<file path="src/rtl/ramctrl.sv">
// ramctrl: arbitrates icache fetches and LSB loads/stores onto the byte-wide RAM/IO bus.
// Define RAMCTRL_RR_ARB_EN for round-robin arbitration instead of fixed LSB priority.
module ramctrl #(
    parameter int ADDR_WIDTH = 32,
    parameter int DATA_WIDTH = 32,
    parameter logic [ADDR_WIDTH-1:0] IO_ADDR_BASE = 32'h30000
) (
    input  logic                  clk_in,
    input  logic                  rst_in,
    input  logic                  rdy_in,
    input  logic                  icache_ramctrl_en_in,
    input  logic [ADDR_WIDTH-1:0] icache_ramctrl_addr_in,
    output logic                  ramctrl_icache_inst_rdy_out,
    output logic [DATA_WIDTH-1:0] ramctrl_icache_inst_inst_out,
    input  logic                  lsb_ramctrl_en_in,
    input  logic                  lsb_ramctrl_rw_in,
    input  logic [ADDR_WIDTH-1:0] lsb_ramctrl_addr_in,
    input  logic [1:0]            lsb_ramctrl_len_in,
    input  logic [DATA_WIDTH-1:0] lsb_ramctrl_data_in,
    output logic                  ramctrl_lsb_rdy_out,
    output logic [DATA_WIDTH-1:0] ramctrl_lsb_data_out,
    input  logic [7:0]            mem_din,
    output logic [7:0]            mem_dout,
    output logic [ADDR_WIDTH-1:0] mem_a,
    output logic                  mem_wr,
    input  logic                  io_buffer_full
);
    typedef enum logic [1:0] {IDLE, READ, WRITE, DONE} state_t;
    state_t state, state_nx;
    logic src_lsb, src_nx, last_lsb, last_nx, gnt_lsb, fin;
    logic [ADDR_WIDTH-1:0] addr, addr_nx, mem_a_nx, cur_a;
    logic [1:0] nlen, nlen_nx, j;
    logic [2:0] k, k_nx;
    logic [DATA_WIDTH-1:0] data, data_nx, res, res_nx, ic_inst_nx, lsb_data_nx;
    logic mem_wr_nx, ic_rdy_nx, lsb_rdy_nx, was_act, sv_v;
    logic [7:0] mem_dout_nx, sv, din;

`ifdef RAMCTRL_RR_ARB_EN
    assign gnt_lsb = lsb_ramctrl_en_in && !(icache_ramctrl_en_in && last_lsb);
`else
    assign gnt_lsb = lsb_ramctrl_en_in;
`endif
    assign cur_a = addr + ADDR_WIDTH'(k);
    assign j = 2'(k - 3'd2);
    assign din = sv_v ? sv : mem_din;

    always_comb begin
        state_nx = state;
        src_nx = src_lsb;
        last_nx = last_lsb;
        addr_nx = addr;
        nlen_nx = nlen;
        data_nx = data;
        k_nx = k;
        res_nx = res;
        fin = 1'b0;
        mem_a_nx = '0;
        mem_wr_nx = 1'b0;
        mem_dout_nx = mem_dout;
        ic_rdy_nx = 1'b0;
        lsb_rdy_nx = 1'b0;
        ic_inst_nx = ramctrl_icache_inst_inst_out;
        lsb_data_nx = ramctrl_lsb_data_out;
        case (state)
            IDLE: if (gnt_lsb || icache_ramctrl_en_in) begin
                state_nx = gnt_lsb && lsb_ramctrl_rw_in ? WRITE : READ;
                src_nx = gnt_lsb;
                last_nx = gnt_lsb;
                addr_nx = gnt_lsb ? lsb_ramctrl_addr_in : icache_ramctrl_addr_in;
                nlen_nx = !gnt_lsb || lsb_ramctrl_len_in[1] ? 2'd3 : lsb_ramctrl_len_in;
                data_nx = lsb_ramctrl_data_in;
                k_nx = '0;
                res_nx = '0;
            end
            // byte j is issued at k = j and captured two edges later at k = j + 2
            READ: begin
                if (k <= {1'b0, nlen}) mem_a_nx = cur_a;
                if (k >= 3'd2) res_nx[{j, 3'b000} +: 8] = din;
                k_nx = k + 3'd1;
                fin = k == {1'b0, nlen} + 3'd2;
            end
            WRITE: begin
                if (k > {1'b0, nlen}) fin = 1'b1;
                else if (!(addr >= IO_ADDR_BASE && io_buffer_full)) begin
                    mem_a_nx = cur_a;
                    mem_dout_nx = data[{k[1:0], 3'b000} +: 8];
                    mem_wr_nx = 1'b1;
                    k_nx = k + 3'd1;
                end
            end
            DONE: state_nx = IDLE;
            default: state_nx = IDLE;
        endcase
        if (fin) begin
            state_nx = DONE;
            ic_rdy_nx = !src_lsb;
            lsb_rdy_nx = src_lsb;
            ic_inst_nx = src_lsb ? ramctrl_icache_inst_inst_out : res_nx;
            lsb_data_nx = src_lsb ? res_nx : ramctrl_lsb_data_out;
        end
    end

    always_ff @(posedge clk_in) begin
        if (rst_in) begin
            state <= IDLE;
            src_lsb <= 1'b0;
            last_lsb <= 1'b0;
            addr <= '0;
            nlen <= '0;
            data <= '0;
            k <= '0;
            res <= '0;
            mem_a <= '0;
            mem_wr <= 1'b0;
            mem_dout <= '0;
            ramctrl_icache_inst_rdy_out <= 1'b0;
            ramctrl_icache_inst_inst_out <= '0;
            ramctrl_lsb_rdy_out <= 1'b0;
            ramctrl_lsb_data_out <= '0;
        end else if (rdy_in) begin
            state <= state_nx;
            src_lsb <= src_nx;
            last_lsb <= last_nx;
            addr <= addr_nx;
            nlen <= nlen_nx;
            data <= data_nx;
            k <= k_nx;
            res <= res_nx;
            mem_a <= mem_a_nx;
            mem_wr <= mem_wr_nx;
            mem_dout <= mem_dout_nx;
            ramctrl_icache_inst_rdy_out <= ic_rdy_nx;
            ramctrl_icache_inst_inst_out <= ic_inst_nx;
            ramctrl_lsb_rdy_out <= lsb_rdy_nx;
            ramctrl_lsb_data_out <= lsb_data_nx;
        end
    end

    // RAM keeps returning data while frozen; keep the byte that was in flight when the freeze began
    always_ff @(posedge clk_in) begin
        if (rst_in) begin
            was_act <= 1'b0;
            sv_v <= 1'b0;
            sv <= '0;
        end else begin
            was_act <= rdy_in;
            if (!rdy_in && was_act) begin
                sv <= mem_din;
                sv_v <= 1'b1;
            end else if (rdy_in) sv_v <= 1'b0;
        end
    end
endmodule
</file>
<file path="config.mk">
export PLATFORM = sky130hd
export DESIGN_NAME = ramctrl
export DESIGN_NICKNAME = d
export VERILOG_FILES = /design/src/rtl/ramctrl.sv
export SDC_FILE = /design/constraint.sdc
export NUM_CORES = 1
export LEC_CHECK = 0
export BUFFER_PORTS_ARGS = -buffer_cell sky130_fd_sc_hd__buf_2
export CELL_PAD_IN_SITES_DETAIL_PLACEMENT = 0
export CELL_PAD_IN_SITES_GLOBAL_PLACEMENT = 1
export CORE_ASPECT_RATIO = 0.75
export CORE_MARGIN = 4
export CORE_UTILIZATION = 40
export CTS_CLUSTER_DIAMETER = 30
export DETAILED_ROUTE_END_ITERATION = 10
export PLACE_DENSITY_LB_ADDON = 0.1
export SKIP_CTS_REPAIR_TIMING = 1
export SYNTH_ARGS = -nofsm -noshare
export SYNTH_HDL_FRONTEND = slang
export SYNTH_SLANG_ARGS = --single-unit
</file>
<file path="constraint.sdc">
create_clock -name clk_in -period 3.2 [get_ports clk_in]
set_clock_uncertainty 0.2 [all_clocks]
set_input_delay 0.48 -clock clk_in [delete_from_list [all_inputs] [get_ports clk_in]]
set_output_delay 0.48 -clock clk_in [all_outputs]
set_load 0.005 [all_outputs]
</file>
; Word level (Yosys, flattened, before mapping)
; Index checks and enable logic that the tools add are counted.
[totals]
ff_bits = 221
latch_bits = 0
ram_bits = 0
romBits = 0
inputBits = 113
out_inout_bits = 107
wordCells = 86
memories = 0
[op_classes]
n_addsub = 5
multipliers = 0
div = 0
order_cmp = 4
eq_ne = 8
n_shift = 3
n_mux = 28
bitwise_logic = 3
reduce_logical = 18
[ops]
columns = op, n
row1 = 32-bit two-way mux, 6
row2 = 32-bit one-hot mux with 2 select lines, 2
row3 = 32-bit by 3-bit adder with 32-bit output, 1
row4 = 32-bit bitwise mux, 1
row5 = 32-bit by 18-bit greater-or-equal comparator with 1-bit output (second input constant), 1
row6 = 8-bit by 7-bit variable shift with 32-bit output (first input constant), 1
row7 = 32-bit by 6-bit variable part select with 8-bit output, 1
row8 = 8-bit by 7-bit variable part select with 32-bit output, 1
row9 = 3-bit AND reduction, 4
row10 = 3-bit two-way mux, 3
row11 = 3-bit one-hot mux with 3 select lines, 1
row12 = 1-bit two-way mux, 8
row13 = 2-bit two-way mux, 4
row14 = 8-bit two-way mux, 1
row15 = 5-bit negation with 7-bit output, 1
row16 = 2-bit != test (second input constant), 3
row17 = 3-bit nonzero test, 2
row18 = 5-bit AND reduction, 1
row19 = 2-bit == test (second input constant), 2
row20 = 2-bit one-hot mux with 2 select lines, 1
row21 = 4-bit AND reduction, 1
row22 = 2-bit by 2-bit adder with 3-bit output (second input constant), 1
row23 = 3-bit by 1-bit adder with 3-bit output (second input constant), 1
row24 = 3-bit == test, 1
row25 = 13 further kinds, 20

; Depth between registers and ports, before layout
[depth]
ltp_word = 6
depth_mapped = 10

; Least setup slack after synthesis
; OpenSTA, ideal clock, no wires.
[synth_timing]
kind = reg-to-reg
from = reg k[1]
to = reg ramctrl_icache_inst_inst_out[24]
t_arrival_ps = 2141
t_required_ps = 2863
setup_slack_ps = 722
stages_incl_launch_ff = 9
synth_period_minus_slack_ps = 2478
cell_sequence = dfxtp_1 clkbuf_1 inv_1 ha_1 and4b_1 clkbuf_1 a22o_1 nor2_1 nor3_2
[synth_via]
elab_chain_len = 6
word_cells_on_any_way = 13
[synth_lines]
columns = item, line_no
row1 = start: declaration, 33  ; logic [2:0] k, k_nx;
row2 = start signal: assignment, 127  ; k <= k_nx;
row3 = 2-bit subtractor, 44  ; assign j = 2'(k - 3'd2);
row4 = 5-bit negation with 7-bit output, 78  ; if (k >= 3'd2) res_nx[{j, 3'b000} +: 8] = din;
row5 = 8-bit by 7-bit variable part select with 32-bit output / 8-bit by 7-bit variable shift with 32-bit output (equally long branches), 78
row6 = 32-bit bitwise mux, 78
row7 = 32-bit two-way mux, 78
row8 = 32-bit one-hot mux with 2 select lines, 64  ; case (state)
row9 = end signal: assignment, 133  ; ramctrl_icache_inst_inst_out <= ic_inst_nx;
row10 = end: declaration, 14  ; output logic [DATA_WIDTH-1:0] ramctrl_icache_inst_inst_out,
; Several ways; a longest one is shown, not always the timed one.
; A chain may end at the register's enable or synchronous reset.

; Worst setup path after layout
[layout_timing]
from = reg nlen[1]
to = reg mem_a[25]
[layout_via]
elab_chain_len = 3
word_cells_on_any_way = 5
[layout_lines]
columns = item, line_no
row1 = start: declaration, 32  ; logic [1:0] nlen, nlen_nx, j;
row2 = start signal: assignment, 125  ; nlen <= nlen_nx;
row3 = 3-bit by 2-bit greater-than comparator with 1-bit output / 3-bit by 2-bit <= comparator with 1-bit output (equally long branches), "83, 77"
row4 = "32-bit two-way mux, on equally long branches", "83, 77"
row5 = 32-bit one-hot mux with 2 select lines *, 64
row6 = end signal: assignment, 129  ; mem_a <= mem_a_nx;
row7 = end: declaration, 24  ; output logic [ADDR_WIDTH-1:0] mem_a,
; Mark *: on every way between the ends. The rest lies on a longest branch, timed or not.

==> run metrics <==
syn avg cell area 9.09 sq um; Worst Path Required 3.43 ns; DR vias/cell 5.21; CP Launch Type register; worst skew pair latency 0.52 ns; H-tree depth 2; DRT iter0 DRCs 401; Starting Density 0.413; Layout Nets 1,391; HPWL Detailed 18,600 um; switching share of power 0.247; worst-case clock buffer depth 3; PwrDens 662 nW/um^2; largest net degree at the start of global routing 117; I/O Pins 220; Area growth syn-to-layout 28.5%; Seq cells post-synth 221; number of port buffers 219; VDD IR max 344 uV; combinational share of power 0.100; Clock Pin Slew Worst Setup and Hold Paths 0.05 ns; worst hold endpoint data[17]; Internal Dissipation 6160 uW; Yosys warning total 0; # fillers 2,264; full die area 26,600 sq um; synthesized area 9620 sq um; Final setup viols 0; Mapped Cells 1,058; Vias 8,303; clock sink total 221; core region area 23,300 sq um; ratio of cells with drive above 1 in the final layout 0.282; Worst Path Max Fanout 22; final critical-path required period 2.61 ns; Die H 142 um; total track usage 0.201; register area share after synthesis 0.460; final WL 27,200 um; ant diodes 0; critical path class reg2reg; Slew headroom 0.532; Detail Route Antenna Nets 0; DR WL/cell 17.1 um; reg2reg setup slack 0.59 ns; Post-synth EDFFs 0; Hold Vio Cnt, Final 0; Slew Limit Fails 0; hold_sp lsb_ramctrl_data_in[17]; DRT Pass-1 Iters 5; Critical Path Sink Type register; Worst Hold Path Cells 3; r2r startpoint nlen[1]; P_leak 0.00548 uW; crit share post-route 0.816; R2R depth 8; Seq pwr share 0.365; global-route wire length before repair 44,400 um; worst reg2reg path endpoint mem_a[25]; most common cell after layout, fill and taps aside dfxtp_1; Worst Hold Class in2reg; asr flop ratio synth 0; status completed; grt total ovfl 0; most frequent cells in the layout 221 x dfxtp_1, 218 x buf_2, 189 x nor2_1, 105 x nand2_1, 64 x a22o_1; FMAX 383 MHz; CTS Buf Count 43; Max Cap Viol 0; Post-Syn Nets 1,187; Post-DP Area 10,900 sq um; setup TNS 0 ns; RSZ-0062 raised after global routing no; cell area after layout 12,400 sq um; data arrival time of the worst path 2.85 ns; NetSw 2020 uW; num rows 48; Netlist cell types 59; RePlAce Congestion 0.828; Residual DRC 0; top_reg_cell synth dfxtp_1; Clk pwr share 0.535; initial antenna violation count 2; vias in the first global route 8,190; CTS Root Buffer Type clkbuf_16; TritonCTS clock tree yes; Die Wd 187 um; worst-margin pin slew 0.702 ns
==> critical path, cell delays in order, from the launching register on <==
cell and delay, ns:
dfxtp_1 0.36, inv_1 0.06, ha_1 0.33, nor2b_1 0.19, o31ai_2 0.28, and3_1 0.38
nand2_1 0.26, buf_4 0.29, o211ai_1 0.19
==> cell families (layout without fill, tap and decap cells) <==
family / count (synthesis) / in the layout / share of synthesized area
AND/OR/NAND/NOR: 441 / 441 / 0.220
flip-flops: 221 / 221 / 0.460
AO/OA/AOI/OAI: 203 / 203 / 0.155
buffers and inverters: 85 / 321 / 0.0394
multiplexers: 65 / 65 / 0.0791
XOR/XNOR: 27 / 27 / 0.0246
adder cells (fa/ha/maj): 16 / 16 / 0.0216
==> metrics by stage <==
| step | worst slack (ns) | hold WS (ns) | std cells | util | power (uW) |
|---|---|---|---|---|---|
| global placement | 0.652 | 0.227 | 1517 | 0.468 | 3850 |
| floorplan | 0.722 | 0.220 | 1058 | - | 3570 |
| global route | 0.378 | 0.000292 | 1594 | 0.530 | 8520 |
| CTS | 0.559 | -0.00826 | 1594 | 0.530 | 8270 |
| finish | 0.587 | 0.00903 | 1594 | 0.530 | 8180 |
| detailed placement | 0.584 | 0.233 | 1517 | 0.468 | 3850 |
==> sequential cells by signal, summed over array words and instances (netlist names), 3 cells and up <==
signal,count
addr,32
ramctrl_lsb_data_out,32
mem_dout,8
data,32
res,32
sv,8
mem_a,32
k,3
ramctrl_icache_inst_inst_out,32
==> layout make-up <==
cell class	count	area, sq um	area share
flip-flops and latches	221	4420	0.358
inverters	10	37.5	0.00304
well taps	300	375	0.0304
clock inverters	19	183	0.0148
clock buffers	58	1250	0.102
multi-input cells	752	4840	0.392
repair buffers	234	1240	0.100
==> per-layer routing <==
metal  part of all wire  vias up  track usage  routed length [um]
li1                   -     4160            -                   -
met1               0.49     3853        0.293               13400
met2               0.42      245        0.300               11500
met3              0.069       41       0.0513                1890
met4              0.014        4       0.0494                 387
met5            0.00051        -            0                  14
==> power by group through the flow <==
stage | Sequential [uW] | Clock (uW) | Combinational (uW)
after floorplan | 3010 | 0 | 555
after global placement | 3040 | 0 | 809
after detailed placement | 3040 | 0 | 815
after CTS | 2990 | 4460 | 820
after global routing | 3010 | 4610 | 911
final | 2990 | 4380 | 814
==> cells in the mapped netlist, types with 18 or more instances <==
master	n	area [sq um]
clkbuf_1	40	150
dfxtp_1	221	4420
mux2i_1	49	490
a22o_1	64	561
nor3_1	41	205
nor3_2	27	270
xor2_1	18	158
nor2_1	191	717
a21oi_1	41	205
o21ai_0	34	170
a211oi_1	35	263
nand2_1	105	394
==> worst max-delay path by stage <==
| stage | startpoint | endpoint | slack [ns] | cells after the start |
|---|---|---|---|---|
| 6_report | nlen[1] | mem_a[25] | 0.59 | 8 |
| 5_1_grt | nlen[1] | mem_a[29] | 0.38 | 8 |
| 4_1_cts | nlen[1] | mem_a[29] | 0.56 | 8 |
| 3_5_place_dp | k[0] | ramctrl_icache_inst_inst_out[0] | 0.58 | 7 |
| 3_3_place_gp | nlen[1] | mem_a[25] | 0.65 | 8 |
| 2_1_floorplan | k[1] | ramctrl_icache_inst_inst_out[24] | 0.72 | 8 |
(Power assumes the default switching activity.)
